<file path="src/rtl/hs_link_pkg.sv">
// hs_link_pkg
// Shared definitions for the 4-phase req/ack link: burst master state
// encoding, default link constants and a width helper used by both the
// master-side timeout counter and the slave-side link block.
package hs_link_pkg;

  localparam int LINK_DATA_W      = 8;
  localparam int LINK_MAX_BURST   = 16;
  localparam int LINK_TIMEOUT_CYC = 255;

  typedef enum logic [2:0] {
    ST_IDLE  = 3'd0,
    ST_FETCH = 3'd1,
    ST_REQ   = 3'd2,
    ST_REL   = 3'd3,
    ST_DONE  = 3'd4
  } hs_state_e;

  // Ceiling log2 with a floor of 1 bit, so a counter that only ever needs
  // to hold 0 still gets a legal vector width.
  function automatic int clog2_min1(input int value);
    int r;
    r = 0;
    while ((1 << r) < value) r = r + 1;
    if (r < 1) r = 1;
    return r;
  endfunction

endpackage

</file>
<file path="src/rtl/hs_timeout_ctr.sv">
// hs_timeout_ctr
// Counts consecutive cycles in which the awaited ack level is missing and
// flags the cycle in which that count would reach TIMEOUT_CYC.
// Ports:
//   clk, rst  - system clock, synchronous active-high reset
//   clear     - return the count to zero (waiting condition satisfied or
//               not in a waiting state)
//   enable    - awaited ack level absent this cycle; count advances
//   expired   - this is the TIMEOUT_CYC-th consecutive absent cycle
// TIMEOUT_CYC = 0 removes the counter and holds expired low.
module hs_timeout_ctr
  import hs_link_pkg::*;
#(
  parameter int TIMEOUT_CYC = LINK_TIMEOUT_CYC
) (
  input  logic clk,
  input  logic rst,
  input  logic clear,
  input  logic enable,
  output logic expired
);

  localparam int CNT_W = clog2_min1(TIMEOUT_CYC + 1);

  generate
    if (TIMEOUT_CYC == 0) begin : g_off
      logic unused_inputs;
      assign unused_inputs = &{1'b0, clk, rst, clear, enable};
      assign expired = 1'b0;
    end else begin : g_on
      localparam logic [CNT_W-1:0] LAST = CNT_W'(TIMEOUT_CYC - 1);
      logic [CNT_W-1:0] cnt;

      always_ff @(posedge clk) begin
        if (rst) begin
          cnt <= '0;
        end else if (clear) begin
          cnt <= '0;
        end else if (enable) begin
          cnt <= cnt + 1'b1;
        end
      end

      // Fires one cycle early relative to the registered count so the
      // abort lands exactly TIMEOUT_CYC absent cycles after entry.
      assign expired = enable && (cnt == LAST);
    end
  endgenerate

endmodule

</file>
<file path="src/rtl/hs_burst_master.sv">
// hs_burst_master
// Sends a runtime-programmable burst of DATA_W-bit words over a 4-phase
// req/ack link, pulling each word from an upstream valid/ready source.
// Aborts with a sticky error if ack does not rise/fall within TIMEOUT_CYC.
// Ports:
//   clk, rst         - system clock, synchronous active-high reset
//   start, burst_len - burst request and length (sampled in IDLE only)
//   src_valid/src_data/src_ready - upstream word source handshake
//   req, data, ack   - 4-phase link to the slave
//   busy, done, err  - in-progress flag, end-of-burst pulse, sticky timeout
//   count            - words fully handshaken in the current/last burst
//
// state | meaning
// IDLE  | waiting for start
// FETCH | requesting next word from the source
// REQ   | req high, data valid, waiting for ack to rise
// REL   | req low, waiting for ack to fall to close the handshake
// DONE  | one-cycle end-of-burst pulse (success or abort)
module hs_burst_master
  import hs_link_pkg::*;
#(
  parameter  int DATA_W      = LINK_DATA_W,
  parameter  int MAX_BURST   = LINK_MAX_BURST,
  parameter  int TIMEOUT_CYC = LINK_TIMEOUT_CYC,
  localparam int LEN_W       = $clog2(MAX_BURST + 1)
) (
  input  logic              clk,
  input  logic              rst,
  input  logic              start,
  input  logic [LEN_W-1:0]  burst_len,
  input  logic              src_valid,
  input  logic [DATA_W-1:0] src_data,
  output logic              src_ready,
  output logic              req,
  output logic [DATA_W-1:0] data,
  input  logic              ack,
  output logic              busy,
  output logic              done,
  output logic              err,
  output logic [LEN_W-1:0]  count
);

  localparam logic [LEN_W-1:0] MAX_LEN = LEN_W'(MAX_BURST);

  hs_state_e        state, state_nxt;
  logic [LEN_W-1:0] len;
  logic [LEN_W-1:0] len_clamped;
  logic [LEN_W-1:0] count_inc;
  logic             take_start;
  logic             accept;
  logic             word_done;
  logic             abort;
  logic             wait_absent;
  logic             expired;

  assign len_clamped = (burst_len > MAX_LEN) ? MAX_LEN : burst_len;
  assign count_inc   = count + 1'b1;

  // Counter runs only while the awaited ack level is missing; any other
  // cycle (including the one that leaves REQ/REL) zeroes it, so each
  // entry into REQ or REL starts from 0.
  assign wait_absent = ((state == ST_REQ) && !ack) ||
                       ((state == ST_REL) &&  ack);

  hs_timeout_ctr #(
    .TIMEOUT_CYC (TIMEOUT_CYC)
  ) u_timeout (
    .clk     (clk),
    .rst     (rst),
    .clear   (!wait_absent),
    .enable  (wait_absent),
    .expired (expired)
  );

  always_ff @(posedge clk) begin
    if (rst) begin
      state <= ST_IDLE;
    end else begin
      state <= state_nxt;
    end
  end

  always_comb begin
    state_nxt  = state;
    take_start = 1'b0;
    accept     = 1'b0;
    word_done  = 1'b0;
    abort      = 1'b0;
    case (state)
      ST_IDLE: begin
        if (start) begin
          take_start = 1'b1;
          state_nxt  = (burst_len == '0) ? ST_DONE : ST_FETCH;
        end
      end
      ST_FETCH: begin
        // A lingering ack must drop before a new word is taken, otherwise
        // the slave could see a handshake that never happened.
        if (src_valid && !ack) begin
          accept    = 1'b1;
          state_nxt = ST_REQ;
        end
      end
      ST_REQ: begin
        if (ack) begin
          state_nxt = ST_REL;
        end else if (expired) begin
          abort     = 1'b1;
          state_nxt = ST_DONE;
        end
      end
      ST_REL: begin
        if (!ack) begin
          word_done = 1'b1;
          state_nxt = (count_inc == len) ? ST_DONE : ST_FETCH;
        end else if (expired) begin
          abort     = 1'b1;
          state_nxt = ST_DONE;
        end
      end
      ST_DONE: begin
        state_nxt = ST_IDLE;
      end
      default: begin
        state_nxt = ST_IDLE;
      end
    endcase
  end

  always_ff @(posedge clk) begin
    if (rst) begin
      len   <= '0;
      count <= '0;
      data  <= '0;
      err   <= 1'b0;
    end else begin
      if (take_start) begin
        len   <= len_clamped;
        count <= '0;
        err   <= 1'b0;
      end
      if (accept) begin
        data <= src_data;
      end
      if (word_done) begin
        count <= count_inc;
      end
      if (abort) begin
        err <= 1'b1;
      end
    end
  end

  // src_ready mirrors the FETCH accept condition so the source never sees
  // a transfer the master did not actually take.
  assign src_ready = (state == ST_FETCH) && !ack;
  assign req       = (state == ST_REQ);
  assign busy      = (state != ST_IDLE);
  assign done      = (state == ST_DONE);

endmodule

</file>
<file path="config.mk">
export PLATFORM = sky130hd
export DESIGN_NAME = hs_burst_master
export DESIGN_NICKNAME = d
export VERILOG_FILES = /design/src/rtl/hs_link_pkg.sv /design/src/rtl/hs_timeout_ctr.sv /design/src/rtl/hs_burst_master.sv
export SDC_FILE = /design/constraint.sdc
export NUM_CORES = 1
export LEC_CHECK = 0
export CAP_MARGIN = 40
export CORE_AREA = 2 2 51 58
export CTS_BUF_LIST = sky130_fd_sc_hd__clkbuf_4
export DETAILED_ROUTE_END_ITERATION = 8
export DIE_AREA = 0 0 53 60
export DONT_BUFFER_PORTS = 1
export GPL_TIMING_DRIVEN = 1
export PLACE_DENSITY = 0.74
export SLEW_MARGIN = 30
export SYNTH_ARGS = -nofsm -noshare
export SYNTH_HDL_FRONTEND = slang
export SYNTH_SLANG_ARGS = --single-unit
</file>
<file path="constraint.sdc">
create_clock -name clk -period 1.5 [get_ports clk]
set_clock_uncertainty 0.1 [all_clocks]
set_input_delay 0 -clock clk [delete_from_list [all_inputs] [get_ports clk]]
set_output_delay 0 -clock clk [all_outputs]
set_load 0.02 [all_outputs]
</file>
==> results.json <==
{
  "outcome": "finished with violations",
  "violations": "hold timing, setup timing",
  "cp_max_fo": 5,
  "gp_congestion": 0.808,
  "grt_util_all_layers_pct": 23.0,
  "rows": 20,
  "cp.required_ns": 1.62,
  "pin_count": 36,
  "setup_viol": 4,
  "cts.sinks": 30,
  "max_stage_delay_ns": 0.36,
  "period_needed_ns": 1.57,
  "clock_latency_ns": 0.33,
  "synth_edf_count": 0,
  "period_share_pct": 104,
  "cts_max_path_buffers": 2,
  "first_global_vias": 1227,
  "cts_root_buf": "clkbuf_4",
  "fin_util_pct": 65.7,
  "hold_viol": 30,
  "yosysWarnings": 0,
  "rsz0062_at_grt": "true",
  "p_per_area_mw_per_mm2": 958,
  "syn_nets": 186,
  "path_buf_inv": 0,
  "drc": 0,
  "hold_buffers": 1,
  "cts_setup_buffers": 0,
  "path_clk_slew_ns": 0.10,
  "cts_tree": "yes",
  "coreArea_mm2": 0.00263,
  "die_h_um": 60,
  "critPathSlowestCell": "dfxtp_4",
  "reg2reg_slack_ns": -0.07,
  "fin_ws_ns": -0.0661,
  "worstHoldStart": "rst",
  "grt_overflow": 0,
  "antenna_cells_inserted": 0,
  "slew_violations": 0,
  "syn-instance-count": 165,
  "instances_no_fill": 220,
  "hold_ws_ns": -0.387,
  "crit_path_start_kind": "register",
  "path_cells": "ha_4 > o21ba_4 > a221oi_4 > o2111ai_2 > a21oi_1 > o21ai_1",
  "cts_buffers": 5,
  "reg2reg_to": "state[0]$_SDFFE_PP0P_",
  "ys_seq_elements": 30,
  "cp-end-kind": "register",
  "port_buffers": 0,
  "ant_nets": 0,
  "worst_slew_pin_slew_ns": 0.313,
  "grt_max_degree": 23,
  "dp.cells": 211,
  "htree_levels": 2,
  "cp.arrival_ns": 1.69,
  "dp_hpwl_um": 2440,
  "hp-class": "input pin to register",
  "layout_common_cells": "27 x nor2_1, 26 x dfxtp_1, 19 x buf_4",
  "hold_depth": 1,
  "leakagePower_nw": 0.722,
  "critPathKind": "register to register",
  "dieArea_mm2": 0.00318,
  "seqCellArea_um2": 608,
  "dr.pass1.iters": 4,
  "nFillCells": 220,
  "wl_um": 3200,
  "ir_drop_mv": 0.907,
  "yosysUniqueCellTypes": 38,
  "critical_path.top_delay_family": "compound AO/OA/AOI/OAI gates",
  "async_flop_share_pct": 0,
  "nets": 207,
  "drt-initial-drc-count": 34,
  "synthFlopType": "dfxtp_1",
  "drive_gt1_share_pct": 22.5,
  "die_x_um": 53,
  "final_common_cell": "nor2_1",
  "maxCapViolations": 0,
  "avgRoutedWirePerCell_um": 14.5,
  "grt_pass1_wl_um": 5270,
  "multiInputGateArea_um2": 858,
  "syn-cell-area_mm2": 0.00146,
  "rr_worst_depth": 6,
  "start_util_pct": 55.4,
  "slew_headroom_pct": 78.9,
  "avgSynthCellArea_um2": 8.82,
  "worstReg2RegStart": "count[0]$_SDFFE_PP0P_",
  "fmax_ghz": 0.639,
  "min_to": "count[2]$_SDFFE_PP0P_",
  "yosysSeqAreaShare_pct": 41.3,
  "synthToLayoutAreaGrowth_pct": 18.6,
  "num_vias": 1236,
  "p_total_mw": 1.65,
  "antenna_found_initial": 0,
  "vias_per_cell": 5.62
}
## cell families (layout without fill, tap and decap cells)
group,Yosys count,count (layout),share of synthesized area [%]
buf+inv,9,31,2.92
compound gates,27,27,11.9
simple gates,74,74,27.3
fa+ha+maj,3,3,2.58
xor+xnor,13,13,7.82
flops,30,30,41.3
mux,9,9,6.19
## layer usage
metal  wire [µm]  track usage (%)  vias to the layer above
met5           0                0                        -
li1            -                -                      612
met2        1670             39.3                       34
met4          58             10.6                        0
met1        1240             25.7                      583
met3         228             7.50                        7
## worst max path at each step
stage	startpoint	end	slack, ns	depth (start not counted)
finish	count[0]$_SDFFE_PP0P_	state[0]$_SDFFE_PP0P_	-0.07	6
global route	count[0]$_SDFFE_PP0P_	state[0]$_SDFFE_PP0P_	-0.17	6
CTS	count[0]$_SDFFE_PP0P_	state[0]$_SDFFE_PP0P_	-0.06	6
detailed placement	state[1]$_SDFFE_PP0P_	count[4]$_SDFFE_PP0P_	-0.05	4
global placement	count[0]$_SDFFE_PP0P_	state[0]$_SDFFE_PP0P_	0.004	6
floorplan	count[0]$_SDFFE_PP0P_	state[0]$_SDFFE_PP0P_	-0.002	6
## cell type report
cell class                 count  share of cell area, %
timing repair buffer          20                   8.85
inverter                       3                  0.653
clock buffer                   6                   2.61
clock inverter                 2                  0.508
tap                           33                   2.39
sequential                    30                   35.2
multi-input combinational    126                   49.7
## Yosys cell counts, types with 2 or more instances
cell      number  share of area, %
dfxtp_1       30                41
nor2_1        27               7.0
a21oi_1       11               3.8
mux2i_1        9               6.2
nand2_1        9               2.3
xor2_1         8               4.8
nand3_1        6               2.1
nand3b_1       6               3.1
xnor2_1        5               3.0
and2_1         4               1.7
nor3_1         4               1.4
o21ai_1        4               1.4
or3_1          4               1.7
a22oi_1        3               1.5
clkbuf_1       3              0.77
ha_1           3               2.6
inv_1          3              0.77
buf_4          2               1.0
nand2b_1       2              0.86
nand4_1        2              0.86
nor3b_1        2               1.0
o21ai_0        2              0.69
## report_power, final
group / internal [mW] / total (mW) / switching (mW)
clock network: 0.194 / 0.467 / 0.274
logic: 0.142 / 0.307 / 0.165
registers: 0.827 / 0.879 / 0.0521
total: 1.16 / 1.65 / 0.491
## timing repair
action / CTS / global route
setup endpoints to repair: 5 / 16
cloned: 0 / 0
endpoints found under the hold margin: 30 / 29
resized for setup: 2 / 4
## sequential cells by signal, indices dropped and copies added (netlist names)
signal,cells
u_timeout.g_on.cnt,8
err,1
len,5
data,8
count,5
state,3
## stage by stage
step / area (µm²) / TNS, ns / worst slack [ns]
2_1_floorplan: 1480 / -0.00160 / -0.00160
3_3_place_gp: 1630 / 0 / 0.00373
3_5_place_dp: 1630 / -0.133 / -0.0538
4_1_cts: 1700 / -0.149 / -0.0550
5_1_grt: 1730 / -0.786 / -0.174
6_report: 1730 / -0.179 / -0.0661
(Power assumes the default switching activity.)
